$ cat src/rtl/nec_ir_receiver.sv
// nec_ir_receiver: decodes a demodulated NEC IR stream into a 32-bit code with valid/repeat/error strobes.
module nec_ir_receiver #(
  parameter int CYCLES_PER_US = 74,
  parameter int TIMEOUT_US    = 12000,
  parameter bit CHECK_INVERSE = 1'b1
) (
  input  logic        clk_in,
  input  logic        rst_in,
  input  logic        ir_in,
  output logic [31:0] code_out,
  output logic        valid_out,
  output logic        repeat_out,
  output logic        error_out
);
  typedef enum logic [2:0] {IDLE, LEAD_MARK, LEAD_SPACE, BIT_MARK, BIT_SPACE} state_t;
  localparam int PW = CYCLES_PER_US > 1 ? $clog2(CYCLES_PER_US) : 1;
  localparam logic [PW-1:0] PRESC_TOP = PW'(CYCLES_PER_US - 1);
  localparam logic [13:0] TO = 14'(TIMEOUT_US);
  state_t state_q, state_d;
  logic sync1_q, sync2_q, prev_q;
  logic [PW-1:0] presc_q, presc_d;
  logic [13:0] us_q, us_d;
  logic [4:0] bit_q, bit_d;
  logic [31:0] shift_q, shift_d, code_q, code_d, word;
  logic have_q, have_d, valid_q, valid_d, rep_q, rep_d, err_q, err_d;
  logic edge_det, fall, rise, us_tick, one_sp, zero_sp, inv_ok, fail;
  function automatic logic win(input logic [13:0] v, input logic [13:0] lo, input logic [13:0] hi);
    return v >= lo && v <= hi;
  endfunction
  assign edge_det = sync2_q != prev_q;
  assign fall = edge_det && !sync2_q;
  assign rise = edge_det && sync2_q;
  assign us_tick = presc_q == PRESC_TOP;
  assign presc_d = (edge_det || us_tick) ? '0 : presc_q + 1'b1;
  assign us_d = edge_det ? '0 : (us_tick && us_q != 14'h3FFF) ? us_q + 14'd1 : us_q;
  assign one_sp = win(us_q, 14'd1400, 14'd1900);
  assign zero_sp = win(us_q, 14'd400, 14'd720);
  assign word = {shift_q[30:0], one_sp};
  assign inv_ok = !CHECK_INVERSE || (word[23:16] == ~word[31:24] && word[7:0] == ~word[15:8]);
  always_comb begin
    state_d = state_q;
    bit_d = bit_q;
    shift_d = shift_q;
    code_d = code_q;
    have_d = have_q;
    valid_d = 1'b0;
    rep_d = 1'b0;
    fail = 1'b0;
    case (state_q)
      IDLE: state_d = fall ? LEAD_MARK : IDLE;
      LEAD_MARK: if (rise) begin
        fail = !win(us_q, 14'd8000, 14'd10000);
        state_d = LEAD_SPACE;
      end
      LEAD_SPACE: if (fall) begin
        if (win(us_q, 14'd4000, 14'd5000)) begin
          bit_d = '0;
          state_d = BIT_MARK;
        end else if (win(us_q, 14'd1800, 14'd2700)) begin
          rep_d = have_q;
          fail = !have_q;
          state_d = IDLE;
        end else
          fail = 1'b1;
      end
      BIT_MARK: if (rise) begin
        fail = !win(us_q, 14'd400, 14'd720);
        state_d = BIT_SPACE;
      end
      BIT_SPACE: if (fall) begin
        // a completed word is only published once both complement bytes agree
        if (!(one_sp || zero_sp))
          fail = 1'b1;
        else if (bit_q == 5'd31) begin
          shift_d = word;
          fail = !inv_ok;
          code_d = inv_ok ? word : code_q;
          valid_d = inv_ok;
          have_d = have_q || inv_ok;
          state_d = IDLE;
        end else begin
          shift_d = word;
          bit_d = bit_q + 5'd1;
          state_d = BIT_MARK;
        end
      end
      default: state_d = IDLE;
    endcase
    if (state_q != IDLE && !edge_det && us_q >= TO)
      fail = 1'b1;
    state_d = fail ? IDLE : state_d;
    err_d = fail;
  end
  always_ff @(posedge clk_in or negedge rst_in) begin
    if (!rst_in) begin
      sync1_q <= 1'b1;
      sync2_q <= 1'b1;
      prev_q <= 1'b1;
      presc_q <= '0;
      us_q <= '0;
      state_q <= IDLE;
      bit_q <= '0;
      shift_q <= '0;
      code_q <= '0;
      have_q <= 1'b0;
      valid_q <= 1'b0;
      rep_q <= 1'b0;
      err_q <= 1'b0;
    end else begin
      sync1_q <= ir_in;
      sync2_q <= sync1_q;
      prev_q <= sync2_q;
      presc_q <= presc_d;
      us_q <= us_d;
      state_q <= state_d;
      bit_q <= bit_d;
      shift_q <= shift_d;
      code_q <= code_d;
      have_q <= have_d;
      valid_q <= valid_d;
      rep_q <= rep_d;
      err_q <= err_d;
    end
  end
  assign code_out = code_q;
  assign valid_out = valid_q;
  assign repeat_out = rep_q;
  assign error_out = err_q;
endmodule

$ cat config.mk
export PLATFORM = sky130hd
export DESIGN_NAME = nec_ir_receiver
export DESIGN_NICKNAME = d
export VERILOG_FILES = /design/src/rtl/nec_ir_receiver.sv
export SDC_FILE = /design/constraint.sdc
export NUM_CORES = 1
export LEC_CHECK = 0
export CAP_MARGIN = 20
export CORE_MARGIN = 5
export CORE_UTILIZATION = 58
export CTS_CLUSTER_SIZE = 20
export DETAILED_ROUTE_END_ITERATION = 6
export PLACE_DENSITY_LB_ADDON = 0.05
export SLEW_MARGIN = 20
export SYNTH_ARGS = -nofsm -noshare
export SYNTH_HDL_FRONTEND = slang
export SYNTH_SLANG_ARGS = --single-unit
export TNS_END_PERCENT = 50
$ cat constraint.sdc
create_clock -name clk_in -period 2.8 [get_ports clk_in]
set_input_delay 0.28 -clock clk_in [delete_from_list [all_inputs] [get_ports clk_in]]
set_output_delay 0.28 -clock clk_in [all_outputs]
set_load 0.1 [all_outputs]
Yosys cells after proc, flatten, opt, wreduce, memory -nomap -nowiden
Index checks and enable logic that the tools add are counted.

Register bits: 99. Latch bits: 0. Memory bits (writable): 0. ROM bits: 0. Input bits: 3. Memories: 0.

Add/subtract/negate cells: 3. Multipliers: 0. Div/mod/pow operators: 0. $lt $le $gt $ge: 11. Eq/ne operators: 21. Shift operators: 0. Mux-type cells: 38. Bitwise operators: 2. Reduce and logical (&&, ||, !) cells: 29.

Operators by type and width (number): >= comparator 14 x 11 -> 1 bit (second input constant) (2); 2-to-1 mux 14 bit (2); 2-to-1 mux 5 bit (5); 2-to-1 mux 3 bit (8); 2-to-1 mux 1 bit (18); equality test 8 bit (2); NOT 8 bit (2); != test 3 bit (second input constant) (5); one-hot mux 3 bit (5 select lines) (1); adder 14 x 1 -> 14 bit (second input constant) (1); >= comparator 14 x 12 -> 1 bit (second input constant) (1); >= comparator 14 x 13 -> 1 bit (second input constant) (1); >= comparator 14 bit (second input constant) (1); >= comparator 14 x 9 -> 1 bit (second input constant) (1); less-or-equal comparator 14 x 10 -> 1 bit (second input constant) (1); less-or-equal comparator 14 x 11 -> 1 bit (second input constant) (1); less-or-equal comparator 14 x 12 -> 1 bit (second input constant) (1); less-or-equal comparator 14 x 13 -> 1 bit (second input constant) (1); less-or-equal comparator 14 bit (second input constant) (1); != test 14 bit (second input constant) (1); AND reduction 6 bit (2); logical AND 1 bit (11); != test 2 bit (second input constant) (5); one-hot mux 5 bit (2 select lines) (1); 20 further kinds (29).

Depth between registers and ports, before layout
Gate-level depths: netlist of run 1.

Word-level depth: 12. Depth in mapped cells: 10. Depth with buffers taken out: 9.

Worst setup path before layout of run 1
OpenSTA, ideal clock, no wires.

Path kind: register -> register. From: reg us_q[0]. To: reg code_q[10], in the netlist code_out[10]. Setup time: 0.125 ns. Data arrival time: 2.379 ns. Data required time: 2.675 ns. Slack: 0.295 ns. Stages on the path, launching flop included: 11. Buffers on the path: 1. Path through: dfrtp_1 -> inv_1 -> ha_1 -> or4b_4 -> nor4_4 -> o2111ai_2 -> xor2_1 -> nor2_2 -> nand3_4 -> buf_6 -> mux2_4.

Longest elaborated chain between the ends: 5. Elaborated cells between the ends (all ways): 10. Those cells by class: 4 x order compare; 1 x eq/ne; 5 x reduce/logical.

Ends and longest elaborated chain: start, declared (RTL line 22) `logic [13:0] us_q, us_d;`; start signal, assigned (RTL line 114) `us_q <= us_d;`; >= comparator 14 x 11 -> 1 bit or less-or-equal comparator 14 x 11 -> 1 bit (tied branches) (RTL line 28) `return v >= lo && v <= hi;`; logical AND 1 bit (RTL line 28); equality test 8 bit (RTL line 39) `assign inv_ok = !CHECK_INVERSE || (word[23:16] == ~word[31:24] && word[7:0] == ~word[15:8]);`; logical AND 1 bit (RTL line 39); AND reduction 5 bit (no line) (*); end signal, assigned (RTL line 118) `code_q <= code_d;`; end, declared (RTL line 24) `logic [31:0] shift_q, shift_d, code_q, code_d, word;`.

Every way passes the cells marked *; elsewhere a longest branch is shown, timed or not. A chain may end at the register's enable or synchronous reset.

Worst setup path after layout of run 1
From: reg us_q[1]. To: reg code_q[16], in the netlist code_out[16].

The elaborated chain is that of the path after synthesis.

==> results of run 1 <==
==> flip-flops by register name, summed over array words and instances, names as in the netlist, 3 cells and up <==
signal / flops
shift_q: 31
state_q: 3
presc_q: 7
code_out: 32
bit_q: 5
us_q: 14
==> cell usage in the layout, fill, tap and decap left out, drive strengths merged, types with 3 or more instances in the layout <==
master	Yosys	layout
xnor2	27	27
nor4	7	7
nor2	30	30
nand2	22	22
nand3	14	14
inv	15	18
o21ai	17	17
or3	4	4
buf	7	60
mux2	61	61
clkbuf	13	9
and3	9	9
and2	5	5
a2111oi	5	5
nor3	9	9
dfrtp	96	96
a21oi	9	9
xor2	4	4
nand4	3	3
ha	8	8
nor2b	3	3
dfstp	3	3
==> per-layer routing <==
layer | track usage, % | vias to the layer above | part of all wire, %
li1 | - | 1566 | -
met2 | 33.6 | 88 | 49
met1 | 28.3 | 1617 | 46
met4 | 7.06 | 0 | 1.6
met3 | 4.13 | 18 | 3.4
met5 | 0 | - | 0
==> critical path, cell delays in order, from the launching register on <==
cell       delay [ns]
dfrtp_1          0.42
inv_1            0.11
ha_1             0.17
or4b_4           0.47
nor4_4           0.19
o2111ai_4        0.19
xor2_2           0.20
nor2_2           0.15
nand3_4          0.15
buf_12           0.21
mux2_4           0.30
==> what timing repair did <==
action,in CTS,in global routing
setup buffers,0,3
hold buffers,1,0
endpoints found under the setup margin,0,31
endpoints found under the hold margin,42,0
resized for setup,0,4
==> cells by family after synthesis <==
logic type | synth area share, %
simple gates | 13.2
flops | 51.2
mux | 16.5
compound gates | 8.15
buf+inv | 3.28
xor+xnor | 5.60
fa+ha+maj | 2.06
==> synth_stat cells, types with 2 or more instances <==
master | number | area (um^2)
o21ai_0 | 17 | 85.1
nand3_1 | 13 | 65.1
nor4b_1 | 2 | 17.5
clkbuf_1 | 13 | 48.8
or3_1 | 4 | 25.0
and3_1 | 9 | 56.3
nand4b_1 | 2 | 17.5
ha_1 | 8 | 100
or4_1 | 2 | 15.0
o32a_1 | 2 | 20.0
nor2b_1 | 3 | 18.8
o211ai_1 | 2 | 15.0
buf_6 | 3 | 33.8
nor2_1 | 29 | 109
buf_2 | 4 | 20.0
nor3_1 | 9 | 45.0
mux2_2 | 33 | 372
xnor2_1 | 27 | 236
xor2_1 | 4 | 35.0
a31o_2 | 2 | 17.5
nand2b_1 | 2 | 12.5
a41oi_1 | 2 | 17.5
a2111oi_0 | 5 | 43.8
nand2_1 | 22 | 82.6
a21oi_1 | 8 | 40.0
a21o_1 | 2 | 15.0
a21boi_0 | 2 | 15.0
mux2_4 | 28 | 420
and2_1 | 5 | 31.3
nor4_1 | 6 | 37.5
nand4_1 | 3 | 18.8
inv_1 | 15 | 56.3
nand3b_1 | 2 | 15.0
dfrtp_1 | 96 | 2400
dfstp_2 | 3 | 78.8
o21a_1 | 2 | 15.0
==> metrics by stage <==
stage	instances	area (um^2)	utilization [%]
global placement	553	5370	65.7
finish	573	5620	68.8
floorplan	410	4850	-
global route	573	5620	68.8
CTS	570	5580	68.2
detailed placement	553	5370	65.7
==> cell type report <==
| class | count | area share, % |
|---|---|---|
| Clock inverter | 7 | 1.22 |
| Inverter | 15 | 1.00 |
| Sequential cell | 99 | 44.1 |
| Clock buffer | 9 | 2.20 |
| Tap cell | 105 | 2.34 |
| Multi-Input combinational cell | 276 | 39.9 |
| Timing Repair Buffer | 62 | 9.25 |
==> power by group through the flow <==
stage | logic (mW) | clock network, mW | registers [mW]
after floorplan | 0.113 | 0 | 1.53
after global placement | 0.192 | 0 | 1.52
after detailed placement | 0.196 | 0 | 1.52
after CTS | 0.196 | 0.910 | 1.49
after global routing | 0.218 | 0.974 | 1.50
final | 0.195 | 0.889 | 1.50
==> path summary, 6_finish.rpt <==
| path | from | end | slack (ns) |
|---|---|---|---|
| min reg2reg | sync1_q | sync2_q | 0.37 |
| max reg2reg | us_q[1] | code_out[16] | 0.13 |
| min in group asynchronous | rst_in | us_q[10] | 0.45 |
| max in group asynchronous | rst_in | sync1_q | 1.62 |
| min | ir_in | sync1_q | 0.36 |
| max | us_q[1] | code_out[16] | 0.13 |
==> metrics.txt, run 1 <==
cell count after synthesis=410; CTS root buf=clkbuf_8; syn nets=421; H-tree depth=3; gpl congestion=0.867; Final #Nets=474; Syn Area/Cell=11.8 um^2; Flop pwr share=58.0%; period utilisation layout=95.5%; worst-margin pin slew=0.594 ns; Vias/cell=5.74; via count=3289; P_leak=2.70 nW; switching power=721 uW; # fillers=628; die area=10300 um^2; ANT nets after route=0; clock sink count=99; post-synthesis sequential area ratio=51.2%; final setup vio count=0; die height=101 um; drt total wl=9820 um; Tmin final=2.67 ns; die width=101 um; Worst Path Max Fanout=17; vias in the first global route=3485; footprint of the multi-input gates=2240 um^2; Worst setup SP type=flip-flop; All-Layer GR Usage=20.8%; Distinct cells, synth=55; cell row count=33; R2R depth=10; initial antenna violation count=0; CTS tree=yes; Critical Path AT=2.94 ns; hold_ws=0.359 ns; Slew Limit Fails=0; Worst-Skew Late Latency=0.37 ns; Sequential cell area=2480 um^2; first-pass GRT wire length=16900 um; drt pass-1 iters=4; setup_tns=0 ns; Post-synth EDFFs=0; RSZ-0062 raised after global routing=true; grt ovf=0; Most used DFF post-synth=dfrtp_1; largest net degree at the start of global routing=57; 1st-iter DRT viols=92; hpwl dp=6910 um; Syn Std Cell Area=4850 um^2; Overall Power=2.58 mW; clock power share=34.4%; share of cells above drive strength 1=32.5%; ys async rst share=100%; Final WS setup=0.127 ns; TritonCTS Buffers=9; HP Class=input port to flip-flop; Synthesis Warnings=0; CTS max path bufs=2; Final Hold Viols=0; I/O pin count=38; core box area=8180 um^2; max cap viols=0; Max rail drop VDD=0.386 mV; CP Data Required Time=3.07 ns; Synth Register Bits=99; f_max=374 MHz; Starting Density=59.3%; drt drc=0; area delta synth->final=16.0%; CP endpoint kind=flip-flop; status=finished clean; n_diodes=0; pre-CTS setup slack=0.0886 ns; Comb pwr share=7.6%; Power Dens Cells=459 nW/um^2; Pint=1.86 mW; Slew Limit Headroom=60.4%; Worst Clk Skew=0.0108 ns; WS Path Type=flip-flop to flip-flop; Buffers on Ports=37; Clock Pin Slew Worst Setup and Hold Paths=0.11 ns; Switching Share=28.0%; routed length per instance=17.1 um; Hold Path Depth=1
No activity file was read; power rests on OpenSTA's default activity.
==> run 2, diff against run 1 <==
==> constraint.sdc (replaced) <==
create_clock -name clk_in -period 3.4 [get_ports clk_in]
set_input_delay 0.34 -clock clk_in [delete_from_list [all_inputs] [get_ports clk_in]]
set_output_delay 0.34 -clock clk_in [all_outputs]
set_load 0.1 [all_outputs]
==> run 2 against run 1 <==
Compared with the run above: the flow now finishes with violations (negative hold slack); first-iteration DRC count up 120%; critical path depth down 2; sequential cell count unchanged; final area down 0.60%; fmax down 11%; non-clock buffer count down 12; combinational power down 18%; critical path type unchanged.
==> metrics.txt, run 2 (synthesized netlist as in run 1, its figures left out) <==
n_diodes=0 (unchanged); Tmin final=3.00 ns (was 2.67 ns); hold_ws=-0.0195 ns (was 0.359 ns); drt pass-1 iters=4 (unchanged); CP endpoint kind=flip-flop (unchanged); # Post-CTS Setup Buffers=0 (unchanged); die width=101 um (unchanged); Max Used Layer=met4 (unchanged); Power Dens Cells=399 nW/um^2 (was 459 nW/um^2); Worst setup SP type=flip-flop (unchanged); switching power=615 uW (was 721 uW); Crit path max-delay family=simple AND/OR/NAND/NOR gates (unchanged); core box area=8180 um^2 (unchanged); failing checks=negative hold slack; Starting Density=59.3% (unchanged); All-Layer GR Usage=20.6% (was 20.8%); f_max=333 MHz (was 374 MHz); area delta synth->final=15.3% (was 16.0%); Switching Share=27.6% (was 28.0%); 1st-iter DRT viols=200 (was 92); Critical Path AT=3.25 ns (was 2.94 ns); Vias/cell=5.83 (was 5.74); critical-path cell list=nand4b_1 > o32a_1 > o2111ai_2 > xor2_1 > nor2_2 > nand3_4 > buf_12 > mux2_4 (was inv_1 > ha_1 > or4b_4 > nor4_4 > o2111ai_4 > xor2_2 > nor2_2 > nand3_4 > buf_12 > mux2_4); Slowest cell on crit path=dfrtp_1 (was or4b_4); grt ovf=0 (unchanged); largest net degree at the start of global routing=53 (was 57); drt drc=0 (unchanged); P_leak=2.58 nW (was 2.70 nW); Pint=1.61 mW (was 1.86 mW); max incr delay on CP=0.51 ns (was 0.47 ns); worst-margin pin slew=0.979 ns (was 0.594 ns); ANT nets after route=0 (unchanged); Final WS setup=0.398 ns (was 0.127 ns); M1 wire length=4550 um (was 4540 um); die area=10300 um^2 (unchanged); TritonCTS Buffers=9 (unchanged); Flop pwr share=55.2% (was 58.0%); met3 wire length=372 um (was 332 um); gpl congestion=0.915 (was 0.867); initial antenna violation count=0 (unchanged); share of cells above drive strength 1=22.8% (was 32.5%); I/O pin count=38 (unchanged); vias in the first global route=3321 (was 3485); max cap viols=0 (unchanged); status=finished, violations left (was finished clean); Worst-Skew Late Latency=0.37 ns (about the same); clock sink count=99 (unchanged); DR WL met2=4740 um (was 4790 um); CTS root buf=clkbuf_8 (unchanged); Slew Limit Fails=0 (unchanged); cell row count=33 (unchanged); most common cell after layout, fill and taps aside=dfrtp_1 (unchanged); Clock Pin Slew Worst Setup and Hold Paths=0.11 ns (about the same); CTS tree=yes (unchanged); CTS-repair resized insts=0 (unchanged); via count=3270 (was 3289); Buffers on Ports=37 (unchanged); Comb pwr share=7.1% (was 7.6%); Slew Limit Headroom=34.5% (was 60.4%); Worst Clk Skew=0.0176 ns (was 0.0108 ns); final setup vio count=0 (unchanged); Max rail drop VDD=0.281 mV (was 0.386 mV); RSZ-0062 raised after global routing=false (was true); CP Data Required Time=3.65 ns (was 3.07 ns); Worst Path Max Fanout=16 (was 17); die height=101 um (unchanged); max FFs per register=32 (unchanged); commonest non-fill, non-tap cells in the layout=dfrtp_1, clkdlybuf4s50_1, mux2_2, nor2_1, mux2_4 (was dfrtp_1, buf_4, mux2_2, nor2_1, mux2_4); first-pass GRT wire length=16600 um (was 16900 um); pre-CTS setup slack=0.440 ns (was 0.0886 ns); WS Path Type=flip-flop to flip-flop (unchanged); Final Hold Viols=7 (was 0); H-tree depth=3 (unchanged); routed length per instance=17.3 um (was 17.1 um); Final #Nets=462 (was 474); setup_tns=0 ns (unchanged); Buf/Inv on CP=1 (was 2); period utilisation layout=88.3% (was 95.5%); CTS max path bufs=2 (unchanged); HP Class=input port to async pin (was input port to flip-flop); clock power share=37.6% (was 34.4%); hpwl dp=6840 um (was 6910 um); hold bufs inserted after CTS=0 (was 1); drt total wl=9730 um (was 9820 um)
-- run 2: changes by cell type in the layout (fill, tap and decap cells not counted), sizes merged --
cell	delta
buf	-46
bufinv	+1
clkdlybuf4s50	+35
clkinvlp	-2
dlygate4sd3	-1
inv	+1
-- run 2: cell type report --
| cell class | count | area (um^2) |
|---|---|---|
| Fill cell | 617 | 2580 |
| Timing Repair Buffer | 50 | 478 |
| Inverter | 15 | 56.3 |
| Tap cell | 105 | 131 |
| Sequential cell | 99 | 2480 |
| Multi-Input combinational cell | 276 | 2220 |
| Clock inverter | 7 | 103 |
| Clock buffer | 9 | 124 |
-- run 2: path summary, 6_finish.rpt --
kind,from,to,slack [ns],cells past startpoint
max,us_q[11],code_out[25],0.40,8
min,rst_in,us_q[9],-0.02,1
max reg2reg,us_q[11],code_out[25],0.40,8
min reg2reg,sync1_q,sync2_q,0.37,0
max in group asynchronous,rst_in,sync1_q,2.57,2
min in group clk_in,sync1_q,sync2_q,0.37,0
-- run 2: layer usage --
layer	track usage, %	up-vias
met5	0	-
met2	32.6	80
met3	4.89	7
li1	-	1541
met1	28.9	1642
met4	5.11	0
-- run 2: through the flow --
step	std cells	cell area (um^2)	hold WS (ns)	utilization [%]	power (mW)
after floorplan	410	4850	0.0444	-	1.35
after global placement	545	5360	0.351	65.6	1.41
after detailed placement	545	5360	0.352	65.6	1.41
after CTS	561	5590	0.00697	68.4	2.25
after global routing	561	5590	0.0192	68.4	2.32
final	561	5590	-0.0195	68.4	2.23
-- run 2: power by group through the flow --
stage	sequential (mW)	clock [mW]	combinational, mW
after floorplan	1.26	0	0.0929
after global routing	1.24	0.908	0.177
after global placement	1.25	0	0.156
after CTS	1.23	0.861	0.159
final	1.23	0.839	0.159
after detailed placement	1.25	0	0.159
